File: src/rtl/wm8731_spi_rx_pkg.sv
// Shared constants for the WM8731 SPI receive model:
// register addresses, power-on defaults and FSM states.
package wm8731_pkg;

  localparam logic [6:0] R0 = 7'h00;
  localparam logic [6:0] R1 = 7'h01;
  localparam logic [6:0] R2 = 7'h02;
  localparam logic [6:0] R3 = 7'h03;
  localparam logic [6:0] R4 = 7'h04;
  localparam logic [6:0] R5 = 7'h05;
  localparam logic [6:0] R6 = 7'h06;
  localparam logic [6:0] R7 = 7'h07;
  localparam logic [6:0] R8 = 7'h08;
  localparam logic [6:0] R9 = 7'h09;
  localparam logic [6:0] REG_RESET = 7'h0F;

  localparam int REG_W = 9;

  // R9 in the top slice, R0 at [8:0]
  localparam logic [89:0] REG_DEFAULTS = {
    9'h000, 9'h000, 9'h00A, 9'h09F, 9'h008,
    9'h00A, 9'h079, 9'h079, 9'h097, 9'h097
  };

  typedef enum logic [1:0] {
    IDLE,
    SHIFT,
    LATCH
  } state_t;

endpackage

File: src/rtl/wm8731_spi_rx_spi_in_sync.sv
// One-bit SPI input conditioner: synchronizer, registered edge detect.
// WM8731_SPI_RX_DEGLITCH_EN adds a 3-sample majority filter.
module spi_in_sync #(
  parameter int   SYNC_STAGES = 2,
  parameter logic RST_VAL     = 1'b0
) (
  input  logic clk_50M,
  input  logic rst,
  input  logic i_async,
  output logic o_level,
  output logic o_rise,
  output logic o_fall
);

  logic [SYNC_STAGES-1:0] r_sync;
  logic                   w_sync;
  logic                   w_clean;
  logic                   r_prev;
  logic                   r_rise;
  logic                   r_fall;

  always_ff @(posedge clk_50M or posedge rst) begin
    if (rst) begin
      r_sync <= {SYNC_STAGES{RST_VAL}};
    end else begin
      r_sync <= {r_sync[SYNC_STAGES-2:0], i_async};
    end
  end

  assign w_sync = r_sync[SYNC_STAGES-1];

`ifdef WM8731_SPI_RX_DEGLITCH_EN
  logic [1:0] r_hist;
  logic       r_filt;

  always_ff @(posedge clk_50M or posedge rst) begin
    if (rst) begin
      r_hist <= {2{RST_VAL}};
      r_filt <= RST_VAL;
    end else begin
      r_hist <= {r_hist[0], w_sync};
      r_filt <= (w_sync & r_hist[0]) |
                (w_sync & r_hist[1]) |
                (r_hist[0] & r_hist[1]);
    end
  end

  assign w_clean = r_filt;
`else
  assign w_clean = w_sync;
`endif

  // level is delayed with the edges so data stays aligned to them
  always_ff @(posedge clk_50M or posedge rst) begin
    if (rst) begin
      r_prev <= RST_VAL;
      r_rise <= 1'b0;
      r_fall <= 1'b0;
    end else begin
      r_prev <= w_clean;
      r_rise <= w_clean & ~r_prev;
      r_fall <= ~w_clean & r_prev;
    end
  end

  assign o_level = r_prev;
  assign o_rise  = r_rise;
  assign o_fall  = r_fall;

endmodule

File: src/rtl/wm8731_spi_rx.sv
// WM8731 3-wire SPI control responder with shadow register file.
// Optional WM8731_SPI_RX_DEGLITCH_EN filters sclk/csb glitches.
module wm8731_spi_rx
  import wm8731_pkg::*;
#(
  parameter int SYNC_STAGES = 2,
  parameter int FRAME_BITS  = 16,
  parameter int NUM_REGS    = 10
) (
  input  logic                      clk_50M,
  input  logic                      rst,
  input  logic                      csb,
  input  logic                      sclk,
  input  logic                      sdin,
  output logic                      wr_strobe,
  output logic [6:0]                wr_addr,
  output logic [8:0]                wr_data,
  output logic                      frame_err,
  output logic                      addr_err,
  output logic [7:0]                frame_cnt,
  output logic [REG_W*NUM_REGS-1:0] regs_flat,
  output logic                      busy
);

  localparam logic [6:0] NREG7 = 7'(NUM_REGS);
  localparam logic [4:0] FBITS = 5'(FRAME_BITS);

  logic w_csb;
  logic w_csb_rise;
  logic w_csb_fall;
  logic w_sclk_rise;
  logic w_sdin;
  logic w_unused_sclk_lvl;
  logic w_unused_sclk_fall;
  logic w_unused_sdin_rise;
  logic w_unused_sdin_fall;

  spi_in_sync #(
    .SYNC_STAGES(SYNC_STAGES),
    .RST_VAL    (1'b1)
  ) u_csb (
    .clk_50M(clk_50M),
    .rst    (rst),
    .i_async(csb),
    .o_level(w_csb),
    .o_rise (w_csb_rise),
    .o_fall (w_csb_fall)
  );

  spi_in_sync #(
    .SYNC_STAGES(SYNC_STAGES),
    .RST_VAL    (1'b0)
  ) u_sclk (
    .clk_50M(clk_50M),
    .rst    (rst),
    .i_async(sclk),
    .o_level(w_unused_sclk_lvl),
    .o_rise (w_sclk_rise),
    .o_fall (w_unused_sclk_fall)
  );

  spi_in_sync #(
    .SYNC_STAGES(SYNC_STAGES),
    .RST_VAL    (1'b0)
  ) u_sdin (
    .clk_50M(clk_50M),
    .rst    (rst),
    .i_async(sdin),
    .o_level(w_sdin),
    .o_rise (w_unused_sdin_rise),
    .o_fall (w_unused_sdin_fall)
  );

  state_t                    r_state;
  state_t                    w_state_nxt;
  logic                      w_start;
  logic                      r_pend;
  logic [FRAME_BITS-1:0]     r_sr;
  logic [4:0]                r_bit_cnt;
  logic [6:0]                w_addr;
  logic [8:0]                w_data;
  logic                      w_addr_ok;
  logic                      r_wr_strobe;
  logic [6:0]                r_wr_addr;
  logic [8:0]                r_wr_data;
  logic                      r_frame_err;
  logic                      r_addr_err;
  logic [7:0]                r_frame_cnt;
  logic [REG_W*NUM_REGS-1:0] r_regs;

  assign w_addr    = r_sr[FRAME_BITS-1 -: 7];
  assign w_data    = r_sr[8:0];
  assign w_addr_ok = (w_addr < NREG7);

  always_ff @(posedge clk_50M or posedge rst) begin
    if (rst) begin
      r_state <= IDLE;
    end else begin
      r_state <= w_state_nxt;
    end
  end

  // a fall seen during LATCH is held in r_pend so IDLE still starts
  always_comb begin
    w_state_nxt = r_state;
    w_start     = 1'b0;
    unique case (r_state)
      IDLE: begin
        if (w_csb_fall || r_pend) begin
          w_state_nxt = SHIFT;
          w_start     = 1'b1;
        end
      end
      SHIFT: begin
        if (w_csb_rise) begin
          w_state_nxt = LATCH;
        end
      end
      LATCH: begin
        w_state_nxt = IDLE;
      end
      default: begin
        w_state_nxt = IDLE;
      end
    endcase
  end

  always_ff @(posedge clk_50M or posedge rst) begin
    if (rst) begin
      r_pend    <= 1'b0;
      r_sr      <= '0;
      r_bit_cnt <= '0;
    end else begin
      if (r_state == LATCH && w_csb_fall) begin
        r_pend <= 1'b1;
      end else if (w_start) begin
        r_pend <= 1'b0;
      end
      if (w_start) begin
        r_sr      <= '0;
        r_bit_cnt <= '0;
      end else if (r_state == SHIFT && w_sclk_rise && !w_csb_rise) begin
        r_sr <= {r_sr[FRAME_BITS-2:0], w_sdin};
        if (r_bit_cnt != 5'd31) begin
          r_bit_cnt <= r_bit_cnt + 5'd1;
        end
      end
    end
  end

  always_ff @(posedge clk_50M or posedge rst) begin
    if (rst) begin
      r_wr_strobe <= 1'b0;
      r_wr_addr   <= '0;
      r_wr_data   <= '0;
      r_frame_err <= 1'b0;
      r_addr_err  <= 1'b0;
      r_frame_cnt <= '0;
      r_regs      <= REG_DEFAULTS[REG_W*NUM_REGS-1:0];
    end else begin
      r_wr_strobe <= 1'b0;
      r_frame_err <= 1'b0;
      r_addr_err  <= 1'b0;
      if (r_state == LATCH) begin
        if (r_bit_cnt != FBITS) begin
          r_frame_err <= 1'b1;
        end else if (w_addr_ok || w_addr == REG_RESET) begin
          r_wr_strobe <= 1'b1;
          r_wr_addr   <= w_addr;
          r_wr_data   <= w_data;
          r_frame_cnt <= r_frame_cnt + 8'd1;
          if (w_addr == REG_RESET) begin
            r_regs <= REG_DEFAULTS[REG_W*NUM_REGS-1:0];
          end else begin
            for (int i = 0; i < NUM_REGS; i++) begin
              if (w_addr == 7'(i)) begin
                r_regs[i*REG_W +: REG_W] <= w_data;
              end
            end
          end
        end else begin
          r_addr_err <= 1'b1;
        end
      end
    end
  end

  assign wr_strobe = r_wr_strobe;
  assign wr_addr   = r_wr_addr;
  assign wr_data   = r_wr_data;
  assign frame_err = r_frame_err;
  assign addr_err  = r_addr_err;
  assign frame_cnt = r_frame_cnt;
  assign regs_flat = r_regs;
  assign busy      = ~w_csb;

endmodule

File: config.mk
export PLATFORM = sky130hd
export DESIGN_NAME = wm8731_spi_rx
export DESIGN_NICKNAME = d
export VERILOG_FILES = /design/src/rtl/wm8731_spi_rx_pkg.sv /design/src/rtl/wm8731_spi_rx_spi_in_sync.sv /design/src/rtl/wm8731_spi_rx.sv
export SDC_FILE = /design/constraint.sdc
export NUM_CORES = 1
export LEC_CHECK = 0
export BUFFER_PORTS_ARGS = -buffer_cell sky130_fd_sc_hd__buf_2
export CAP_MARGIN = 40
export CORE_ASPECT_RATIO = 1.4
export CORE_MARGIN = 3
export CORE_UTILIZATION = 50
export CTS_CLUSTER_SIZE = 14
export DETAILED_ROUTE_END_ITERATION = 8
export MAX_ROUTING_LAYER = met4
export PLACE_DENSITY = 0.73
export SLEW_MARGIN = 40
export SYNTH_ARGS = -nofsm -noshare
export SYNTH_HDL_FRONTEND = slang
export SYNTH_SLANG_ARGS = --single-unit
File: constraint.sdc
create_clock -name clk_50M -period 7.9 [get_ports clk_50M]
set_clock_uncertainty 0.15 [all_clocks]
set_input_delay 1.58 -clock clk_50M [delete_from_list [all_inputs] [get_ports clk_50M]]
set_output_delay 1.58 -clock clk_50M [all_outputs]
set_load 0.005 [all_outputs]
Word-level counts from Yosys, hierarchy flattened:

Cells that the tools add are included.

* flip-flop bits (word level): 153
* bits in latches: 0
* bits in writable memories: 0
* bits in read-only memories: 0
* output and inout bits: 118
* word-level logic and storage cells: 120
* memories: 0

* $add $sub $neg: 2
* $mul: 0
* divide/modulo/power cells: 0
* $lt $le $gt $ge: 1
* eq/ne operators: 16
* shift operators: 0
* mux-type cells: 31
* bitwise logic cells: 7
* reductions and logical operators: 34

Operators with widths (count)
* $mux W9: 10
* $mux W90: 1
* $reduce_and A4 Y1: 10
* $mux W16: 2
* $eq A7 B3 Y1 const B: 4
* $reduce_bool A2 Y1: 13
* $eq A7 B4 Y1 const B: 3
* $mux W5: 3
* $eq A7 B2 Y1 const B: 2
* $mux W1: 12
* $ne A5 B5 Y1 const B: 2
* $add A8 B1 Y8 const B: 1
* $eq A7 B1 Y1 const B: 1
* $logic_not A7 Y1: 1
* $lt A7 B4 Y1 const B: 1
* $add A5 B1 Y5 const B: 1
* $mux W2: 2
* $not A1 Y1: 4
* $pmux W2 S2: 1
* $reduce_and A2 Y1: 2
* $and A1 B1 Y1: 3
* $logic_and A1 B1 Y1: 3
* $reduce_and A3 Y1: 1
* $eq A2 B1 Y1 const B: 1
* 6 further kinds: 7

Depth between registers and ports, before layout:

Gate-level depths: netlist of the first run.

* word-level depth: 5
* mapped depth: 8
* gate-level depth less buffers: 6

By module:

A second synthesis of the first run with hierarchy kept.

* cell total of the unflattened synthesis: 456
* area, all modules: 6329.8 um2

Modules (own cells, without submodules)
* wm8731_spi_rx: times used 1, cells each 432, area each 5894.4 um2, seq. area each 3567.2 um2
* spi_in_sync at u_sclk ...: times used 2, cells each 8, area each 143.9 um2, seq. area each 125.1 um2
* spi_in_sync at u_csb: times used 1, cells each 8, area each 147.6 um2, seq. area each 128.9 um2

Worst setup path after synthesis of the first run:

No wires, ideal clock.

* path type: register to output
* from: reg u_csb.r_prev (netlist: u_csb.o_level)
* to: out busy
* arrival: 0.551 ns
* path slack: 5.619 ns
* stages on the path, launching flop included: 2
* cell sequence: dfstp_2 > inv_1

* cells in the longest elaborated chain, start to end: 1

Ends and longest elaborated chain
* start, declared: line wm8731_spi_rx_spi_in_sync.sv:18 `logic r_prev;`
* start signal, assigned: line wm8731_spi_rx_spi_in_sync.sv:60 `r_prev <= w_clean;`
* $not A1 Y1: line wm8731_spi_rx.sv:195 `assign busy = ~w_csb;`
* end, declared: line wm8731_spi_rx.sv:22 `output logic busy`

No other way between the ends.

Worst setup path in the final report of the first run:

Same ends and word-level chain as after synthesis.

==> results.json, run 1 <==
{
  "synthArstFlopShare_pct": 100,
  "reg2reg_slack_ps": 5200,
  "drt_iter0_markers": 190,
  "ios": 123,
  "drv_cap": 0,
  "max_stage_delay_ps": 530,
  "dr.pass1.iters": 4,
  "worstPathCellList": "inv_1 -> buf_2",
  "die-height_um": 138,
  "maxSlewViolCount": 0,
  "cts.htree.levels": 4,
  "placementRows": 47,
  "hp-class": "register to register",
  "io_buffers": 122,
  "floorplan.initialDensity_pct": 51.7,
  "most-common-layout-cells": "buf_2, dfrtp_1, mux2_2",
  "yosysWarningCount": 0,
  "vias_per_cell": 5.32,
  "gr-total-overflow": 0,
  "cts_resized": 0,
  "cp-start-kind": "register",
  "ctsHoldBuffers": 0,
  "cts.sinks": 153,
  "worst-path-buf-inv": 2,
  "fin_nets": 576,
  "antenna_found_initial": 0,
  "synth_cell_types": 45,
  "required_ps": 6170,
  "clockRootBuffer": "clkbuf_16",
  "powerDensity_mw_per_mm2": 225,
  "cpMaxStageDelayCell": "dfstp_2",
  "via_count": 3867,
  "die_w_um": 100,
  "hpwl_um": 8830,
  "final_cell_area_mm2": 0.00747,
  "clock_latency_ps": 410,
  "postCtsSetupBuffers": 0,
  "cp_top_family": "flip-flops",
  "routedWlPerCell_um": 17.7,
  "ys_seq_area_share_pct": 62.5,
  "drtAntennaViolNets": 0,
  "die_area_mm2": 0.0138,
  "core_area_mm2": 0.0120,
  "worst_pin_slew_ps": 714,
  "grt_max_degree": 83,
  "place_congestion": 0.747,
  "critPathMaxFanout": 2,
  "peakVddDrop_uv": 127,
  "synth_area_mm2": 0.00620,
  "finalWirelength_um": 12900,
  "slew_headroom_pct": 52.4,
  "cp.arrival_ps": 1100,
  "setup_violations": 0,
  "postPlaceCellArea_mm2": 0.00688,
  "tritoncts": "built",
  "status": "finished, final reports clean",
  "synth_nets": 453,
  "layout_min_cycle_time_ps": 2830,
  "clk_path_buf_depth": 2,
  "rsz0062_at_grt": "no",
  "hold_viol": 0,
  "drc": 0,
  "netlist_top_cells_area": "dfrtp_1, mux2_2, dfstp_2",
  "cts_buffers": 17,
  "fmax_mhz": 353,
  "grt_use_total_pct": 19.8,
  "clkTransAtPathRegs_ps": 60,
  "grt_pass1_wl_um": 20400,
  "synth_edf_count": 0,
  "grt_pass1_vias": 3918,
  "synthFlopType": "dfrtp_1",
  "synth_top_cell_by_area": "dfrtp_1",
  "p_leak_nw": 4.04,
  "area_delta_synth_final_pct": 20.6,
  "netlist_instances": 444,
  "endpoint_kind": "primary output",
  "layout_commonest_cell": "buf_2",
  "worstSetupPathType": "register to primary output",
  "diodes": 0,
  "post_route_cells_drive_above_1_share_pct": 51.7,
  "ys_seq_elements": 153,
  "syn_area_per_cell_um2": 14.0,
  "synth_top_area_share_pct": 48.1,
  "finalCritPeriodShare_pct": 35.8,
  "tns_ps": 0
}
## cell usage after synthesis (2+ instances only)
master    number
dfstp_2       34
or2_1          7
and3_1         7
o21ai_0        6
xnor2_1        6
nor2b_1       10
mux2i_1        2
or3_1          2
ha_1           4
a21oi_1       19
and2_1         3
xor2_1         5
mux2_2        94
clkbuf_1       7
buf_4          4
nor2b_2        2
nand4_1        3
buf_2          6
nand4_4        3
buf_6          5
inv_1          8
dfrtp_1      119
nand3_1        5
nand2_2        2
mux2_1        10
nor2_1        11
nand2_1       42
## layer usage
metal	wire length, um	vias up	global-route usage, %
met1	5410	1973	24.4
met2	6790	100	32.5
met3	513	17	4.41
li1	-	1777	-
met5	0	-	-
met4	176	0	6.37
## final cells by class
type | count | area [um^2]
fill | 968 | 4520
sequential | 153 | 3870
multi-input combinational | 261 | 2150
timing repair buffer | 126 | 644
clock buffer | 22 | 497
tap | 147 | 184
clock inverter | 10 | 88.8
inverter | 8 | 35.0
## final timing paths
kind / start / to / depth (start not counted)
setup / recovery: u_csb.o_level / busy / 2
hold / removal: u_sdin.r_sync[1] / u_sdin.o_level / 0
setup reg to reg: r_bit_cnt[0] / regs_flat[15] / 6
hold reg to reg: u_sdin.r_sync[1] / u_sdin.o_level / 0
max in group asynchronous: rst / regs_flat[15] / 3
min in group asynchronous: rst / wr_strobe / 2
## state kept, by name, indices dropped and copies added (netlist names)
signal,count
frame_cnt,8
u_csb.o_rise,1
u_sclk.o_level,1
wr_strobe,1
u_csb.o_fall,1
r_state,2
r_bit_cnt,5
u_csb.o_level,1
u_sdin.o_level,1
r_pend,1
u_sclk.o_rise,1
addr_err,1
u_sclk.r_sync,2
wr_addr,7
u_csb.r_sync,2
r_sr,16
u_sdin.r_sync,2
regs_flat,90
wr_data,9
frame_err,1
## logic make-up (layout without fill, tap and decap cells)
family,after synthesis,after routing,synth area share (%)
AO/OA/AOI/OAI,30,30,2.79
XOR/XNOR,11,11,1.55
adder cells (fa/ha/maj),4,4,0.808
buffers and inverters,30,166,2.79
flip-flops,153,153,62.5
multiplexers,106,106,19.2
AND/OR/NAND/NOR,110,110,10.4
## power by group
part | leakage [nW] | internal (mW) | total (mW) | switching [mW]
Sequential | 1.99 | 0.801 | 0.816 | 0.0151
Clock | 0.283 | 0.478 | 0.785 | 0.307
Combinational | 1.76 | 0.0221 | 0.0803 | 0.0582
## metrics by stage
step	util [%]	worst slack (ps)	total power, mW	instances	hold WS (ps)
3_5_place_dp	57.4	4860	0.910	694	190
2_1_floorplan	-	2100	0.884	444	181
3_3_place_gp	57.3	4590	0.904	694	186
4_1_cts	62.2	5040	1.69	726	204
5_1_grt	62.3	5020	1.74	727	214
6_report	62.3	5070	1.68	727	201
(Power assumes the default switching activity.)
==> inputs of run 2 (changes only) <==
- CORE_UTILIZATION: 50 -> 49
- PLACE_DENSITY: 0.73 -> 0.75
- clock period: 7.9 -> 2.35 ns (I/O delays scaled with it)
==> run 2 against run 1 <==
  * Via count up 2.0%
  * First-iteration DRC count down 29%
  * Clock-buffer cell count down 1
  * Sequential share of layout area down 1.9 points
  * Largest cell class unchanged
  * Highest routed layer unchanged
==> results.json, run 2 (same netlist as run 1, synthesis figures left out) <==
{
  "peakVddDrop_uv": 462,
  "cts.htree.levels": 4,
  "status": "finished, final reports clean",
  "clkTransAtPathRegs_ps": 60,
  "dr_wl_met3_um": 574,
  "maxSlewViolCount": 0,
  "cp-startpoint": "r_bit_cnt[0]",
  "tritoncts": "built",
  "endpoint_kind": "register",
  "slew_headroom_pct": 56.2,
  "finalWirelength_um": 13300,
  "required_ps": 2500,
  "die_area_mm2": 0.0141,
  "antenna_found_initial": 0,
  "drv_cap": 0,
  "floorplan.initialDensity_pct": 50.1,
  "ios": 123,
  "hold_viol": 0,
  "hpwl_um": 9070,
  "clk_path_buf_depth": 2,
  "cpMaxStageDelayCell": "dfrtp_1",
  "largest_register_ffs": 90,
  "clockRootBuffer": "clkbuf_16",
  "most-common-layout-cells": "buf_2, dfrtp_1, mux2_2",
  "worstSetupPathType": "register to register",
  "switchingPower_mw": 1.30,
  "drtAntennaViolNets": 0,
  "dr.pass1.iters": 4,
  "postPlaceCellArea_mm2": 0.00707,
  "via_count": 3944,
  "critPathMaxFanout": 9,
  "layout_commonest_cell": "buf_2",
  "placementRows": 48,
  "finalCritPeriodShare_pct": 95.1,
  "worstPathCellList": "inv_1 -> ha_1 -> and4bb_4 -> and3_2 -> buf_4 -> nand2_2 -> mux2_2",
  "fin_nets": 594,
  "die-height_um": 139,
  "max_stage_delay_ps": 410,
  "diodes": 0,
  "postCtsSetupBuffers": 0,
  "dr.max_layer_used": "met4",
  "cts.sinks": 153,
  "io_buffers": 122,
  "vias_per_cell": 5.27,
  "power_mw": 5.99,
  "final_cell_area_mm2": 0.00775,
  "core_area_mm2": 0.0124,
  "worst_pin_slew_ps": 657,
  "cp.arrival_ps": 2380,
  "drt_iter0_markers": 135,
  "routedWlPerCell_um": 17.8,
  "p_leak_nw": 4.17,
  "p_comb_share_pct": 4.7,
  "internal_power_mw": 4.69,
  "tns_ps": 0,
  "area_delta_synth_final_pct": 25.1,
  "drc": 0,
  "grt_pass1_wl_um": 21800,
  "cp-start-kind": "register",
  "die_w_um": 101,
  "grt_use_total_pct": 20.6,
  "pwr-share-clk_pct": 49.5,
  "grt_max_degree": 75,
  "swShare_pct": 21.7,
  "rsz0062_at_grt": "no",
  "setup_violations": 0,
  "fmax_mhz": 448,
  "min_from": "u_sdin.r_sync[0]",
  "hp-class": "register to register",
  "wl_met1_um": 5570,
  "grt_pass1_vias": 4161,
  "cts_buffers": 17,
  "layout_min_cycle_time_ps": 2230,
  "powerDensity_mw_per_mm2": 773,
  "pwr-share-seq_pct": 45.9,
  "post_route_cells_drive_above_1_share_pct": 52.5,
  "clock_latency_ps": 410,
  "wl_met2_um": 6810,
  "place_congestion": 0.805,
  "crit-reg2reg-launch": "r_bit_cnt[0]",
  "gr-total-overflow": 0
}
==> run 2: worst paths after layout <==
path                       depth (start not counted)  slack (ps)               end
min                                                0         200  u_sdin.r_sync[1]
max reg2reg                                        7         120      regs_flat[5]
min reg2reg                                        0         200  u_sdin.r_sync[1]
min in group asynchronous                          3         450        wr_addr[5]
max in group asynchronous                          4         890     regs_flat[22]
max                                                7         120      regs_flat[5]
==> run 2: per-layer routing <==
metal,global-route usage [%],vias to the layer above
met5,-,-
met4,8.33,0
met1,24.9,2007
met2,33.1,109
li1,-,1806
met3,4.98,22
==> run 2: layout make-up <==
| cell class | count | area [um^2] |
|---|---|---|
| clock buffers | 21 | 450 |
| clock inverters | 11 | 193 |
| fillers | 942 | 4620 |
| inverters | 8 | 33.8 |
| multi-input cells | 261 | 2150 |
| flip-flops and latches | 153 | 3870 |
| well taps | 150 | 188 |
| repair buffers | 144 | 861 |
==> run 2: critical path, delay by kind of cell, from the launching register on <==
kind	cells	cell delay, ps
buffers and inverters	2	240
and+or+nand+nor	3	740
muxes	1	380
DFF	1	410
adders and majority gates	1	200
==> run 2: what timing repair did <==
action	CTS	global route
resized for setup	1	0
endpoints found under the hold margin	15	0
endpoints found under the setup margin	3	0
hold buffers	4	0
==> run 2: stage by stage <==
step                      setup slack, ps  utilization, %  hold WS [ps]  instances
after floorplan                      -173               -           181        444
after global placement               82.9            57.1           186        712
after detailed placement             15.8            57.1           185        712
after CTS                             107            62.7           207        748
after global routing                 19.6            62.7           217        748
final                                 116            62.7           203        748
==> run 2: power groups by stage <==
stage	sequential [mW]	combinational, mW	clock (mW)
floorplan	2.77	0.199	0
finish	2.75	0.279	2.96
detailed placement	2.79	0.277	0
global placement	2.78	0.263	0
CTS	2.75	0.286	3.01
global route	2.75	0.313	3.13
==> inputs of run 3 (changes only) <==
==> constraint.sdc (replaced) <==
create_clock -name clk_50M -period 2.35 [get_ports clk_50M]
set_clock_uncertainty 0.15 [all_clocks]
set_input_delay 0.1175 -clock clk_50M [delete_from_list [all_inputs] [get_ports clk_50M]]
set_output_delay 0.1175 -clock clk_50M [all_outputs]
set_load 0.005 [all_outputs]
==> run 3 against run 2 <==
  * First-iteration DRC count grew 22%
  * Cell count is the same
  * Combinational power about the same
  * Core utilization up 0.051 points
  * Total power decreased by 1.0%
  * Critical path type unchanged
  * Clock-buffer cell count is 2 higher
  * Worst setup slack improved by 20 ps
  * Die area did not move
  * Sequential share of layout area hardly changed
  * Largest cell class unchanged
  * Worst hold slack lost 9.5 ps
==> results.json, run 3 (same netlist as run 1, synthesis figures left out) <==
{
  "tritoncts": "built",
  "area_delta_synth_final_pct": 25.2,
  "rsz0062_at_grt": "no",
  "maxSlewViolCount": 0,
  "hold_viol": 0,
  "hp-class": "primary input to asynchronous set/reset pin",
  "placementRows": 48,
  "fmax_mhz": 452,
  "die_area_mm2": 0.0141,
  "reg2reg_slack_ps": 140,
  "cp.arrival_ps": 2350,
  "largest_register_ffs": 90,
  "dr.pass1.iters": 4,
  "die-height_um": 139,
  "drv_cap": 0,
  "endpoint_kind": "register",
  "rr_worst_depth": 7,
  "required_ps": 2490,
  "gr-total-overflow": 0,
  "slew_headroom_pct": 54.6,
  "grt_pass1_vias": 4133,
  "clock_latency_ps": 410,
  "setup_violations": 0,
  "critPathMaxFanout": 9,
  "tns_ps": 0,
  "ios": 123,
  "finalWirelength_um": 13100,
  "layout_min_cycle_time_ps": 2210,
  "core_area_mm2": 0.0124,
  "drtAntennaViolNets": 0,
  "cts.sinks": 153,
  "routedWlPerCell_um": 17.5,
  "dp_cells": 711,
  "layout_commonest_cell": "buf_2",
  "io_buffers": 122,
  "postCtsSetupBuffers": 0,
  "drt_iter0_markers": 165,
  "power_mw": 5.93,
  "hold_ws_ps": 193,
  "fillCellCount": 936,
  "finalCritPeriodShare_pct": 94.2,
  "worstPathCellList": "inv_1 -> ha_1 -> and4bb_4 -> and3_2 -> buf_4 -> nand2_2 -> mux2_2",
  "hpwl_um": 8940,
  "drc": 0,
  "fin_cells": 748,
  "p_leak_nw": 4.18,
  "grt_use_total_pct": 19.8,
  "diodes": 0,
  "grt_max_degree": 154,
  "clk_path_buf_depth": 2,
  "via_count": 3970,
  "clockRootBuffer": "clkbuf_16",
  "powerDensity_mw_per_mm2": 764,
  "cpMaxStageDelayCell": "dfrtp_1",
  "clkTransAtPathRegs_ps": 60,
  "grt_pass1_wl_um": 21300,
  "status": "finished, final reports clean",
  "peakVddDrop_uv": 468,
  "worst_pin_slew_ps": 680,
  "vias_per_cell": 5.31,
  "finish.utilization_pct": 62.7,
  "antenna_found_initial": 0,
  "max_stage_delay_ps": 400,
  "worstSetupPathType": "register to register",
  "cp-start-kind": "register",
  "place_congestion": 0.803,
  "cts.htree.levels": 4,
  "post_route_cells_drive_above_1_share_pct": 52.5,
  "die_w_um": 101,
  "most-common-layout-cells": "buf_2, dfrtp_1, mux2_2",
  "cts_buffers": 17,
  "fin_nets": 594,
  "floorplan.initialDensity_pct": 50.1
}
-- run 3: worst max-delay path, delay by kind of cell (launching register included) --
family / cells / cell delay, ps
adders and majority gates: 1 / 190
buffers and inverters: 2 / 230
DFF: 1 / 400
muxes: 1 / 390
and+or+nand+nor: 3 / 730
-- run 3: worst paths after layout --
path,startpoint,to
max,r_bit_cnt[0],regs_flat[5]
min in group clk_50M,u_sdin.r_sync[0],u_sdin.r_sync[1]
max reg2reg,r_bit_cnt[0],regs_flat[5]
min,rst,regs_flat[47]
min reg2reg,u_sdin.r_sync[0],u_sdin.r_sync[1]
max in group asynchronous,rst,regs_flat[58]
-- run 3: per-layer routing --
metal  up-vias  routed length (um)  track usage [%]
met3        24                 564             4.68
met2       104                6820             31.9
li1       1814                   -                -
met1      2028                5330             23.6
met5         -                   0                -
met4         0                 372             8.33
-- run 3: area by class of cell --
class	count	area (um^2)	area share (%)
multi-input cells	261	2150	27.8
repair buffers	144	868	11.2
well taps	150	188	2.42
inverters	8	33.8	0.435
flip-flops and latches	153	3870	49.9
clock buffers	23	512	6.60
clock inverters	9	130	1.68
-- run 3: timing repair --
item / 4_1_cts / 5_1_grt
hold buffers: 4 / 0
endpoints found under the hold margin: 122 / 0
endpoints found under the setup margin: 0 / 49
resized for setup: 0 / 1
-- run 3: stage by stage --
| step | setup slack [ps] | cell area, um^2 |
|---|---|---|
| after floorplan | 179 | 6200 |
| after global placement | 79.2 | 7050 |
| after detailed placement | 46.3 | 7050 |
| after CTS | 37.7 | 7730 |
| after global routing | 44.2 | 7760 |
| final | 137 | 7760 |
-- run 3: where the power goes --
part	switching, mW	internal [mW]	total (mW)
registers	0.0539	2.69	2.75
logic	0.194	0.0843	0.279
clock network	1.04	1.86	2.90
total	1.29	4.64	5.93
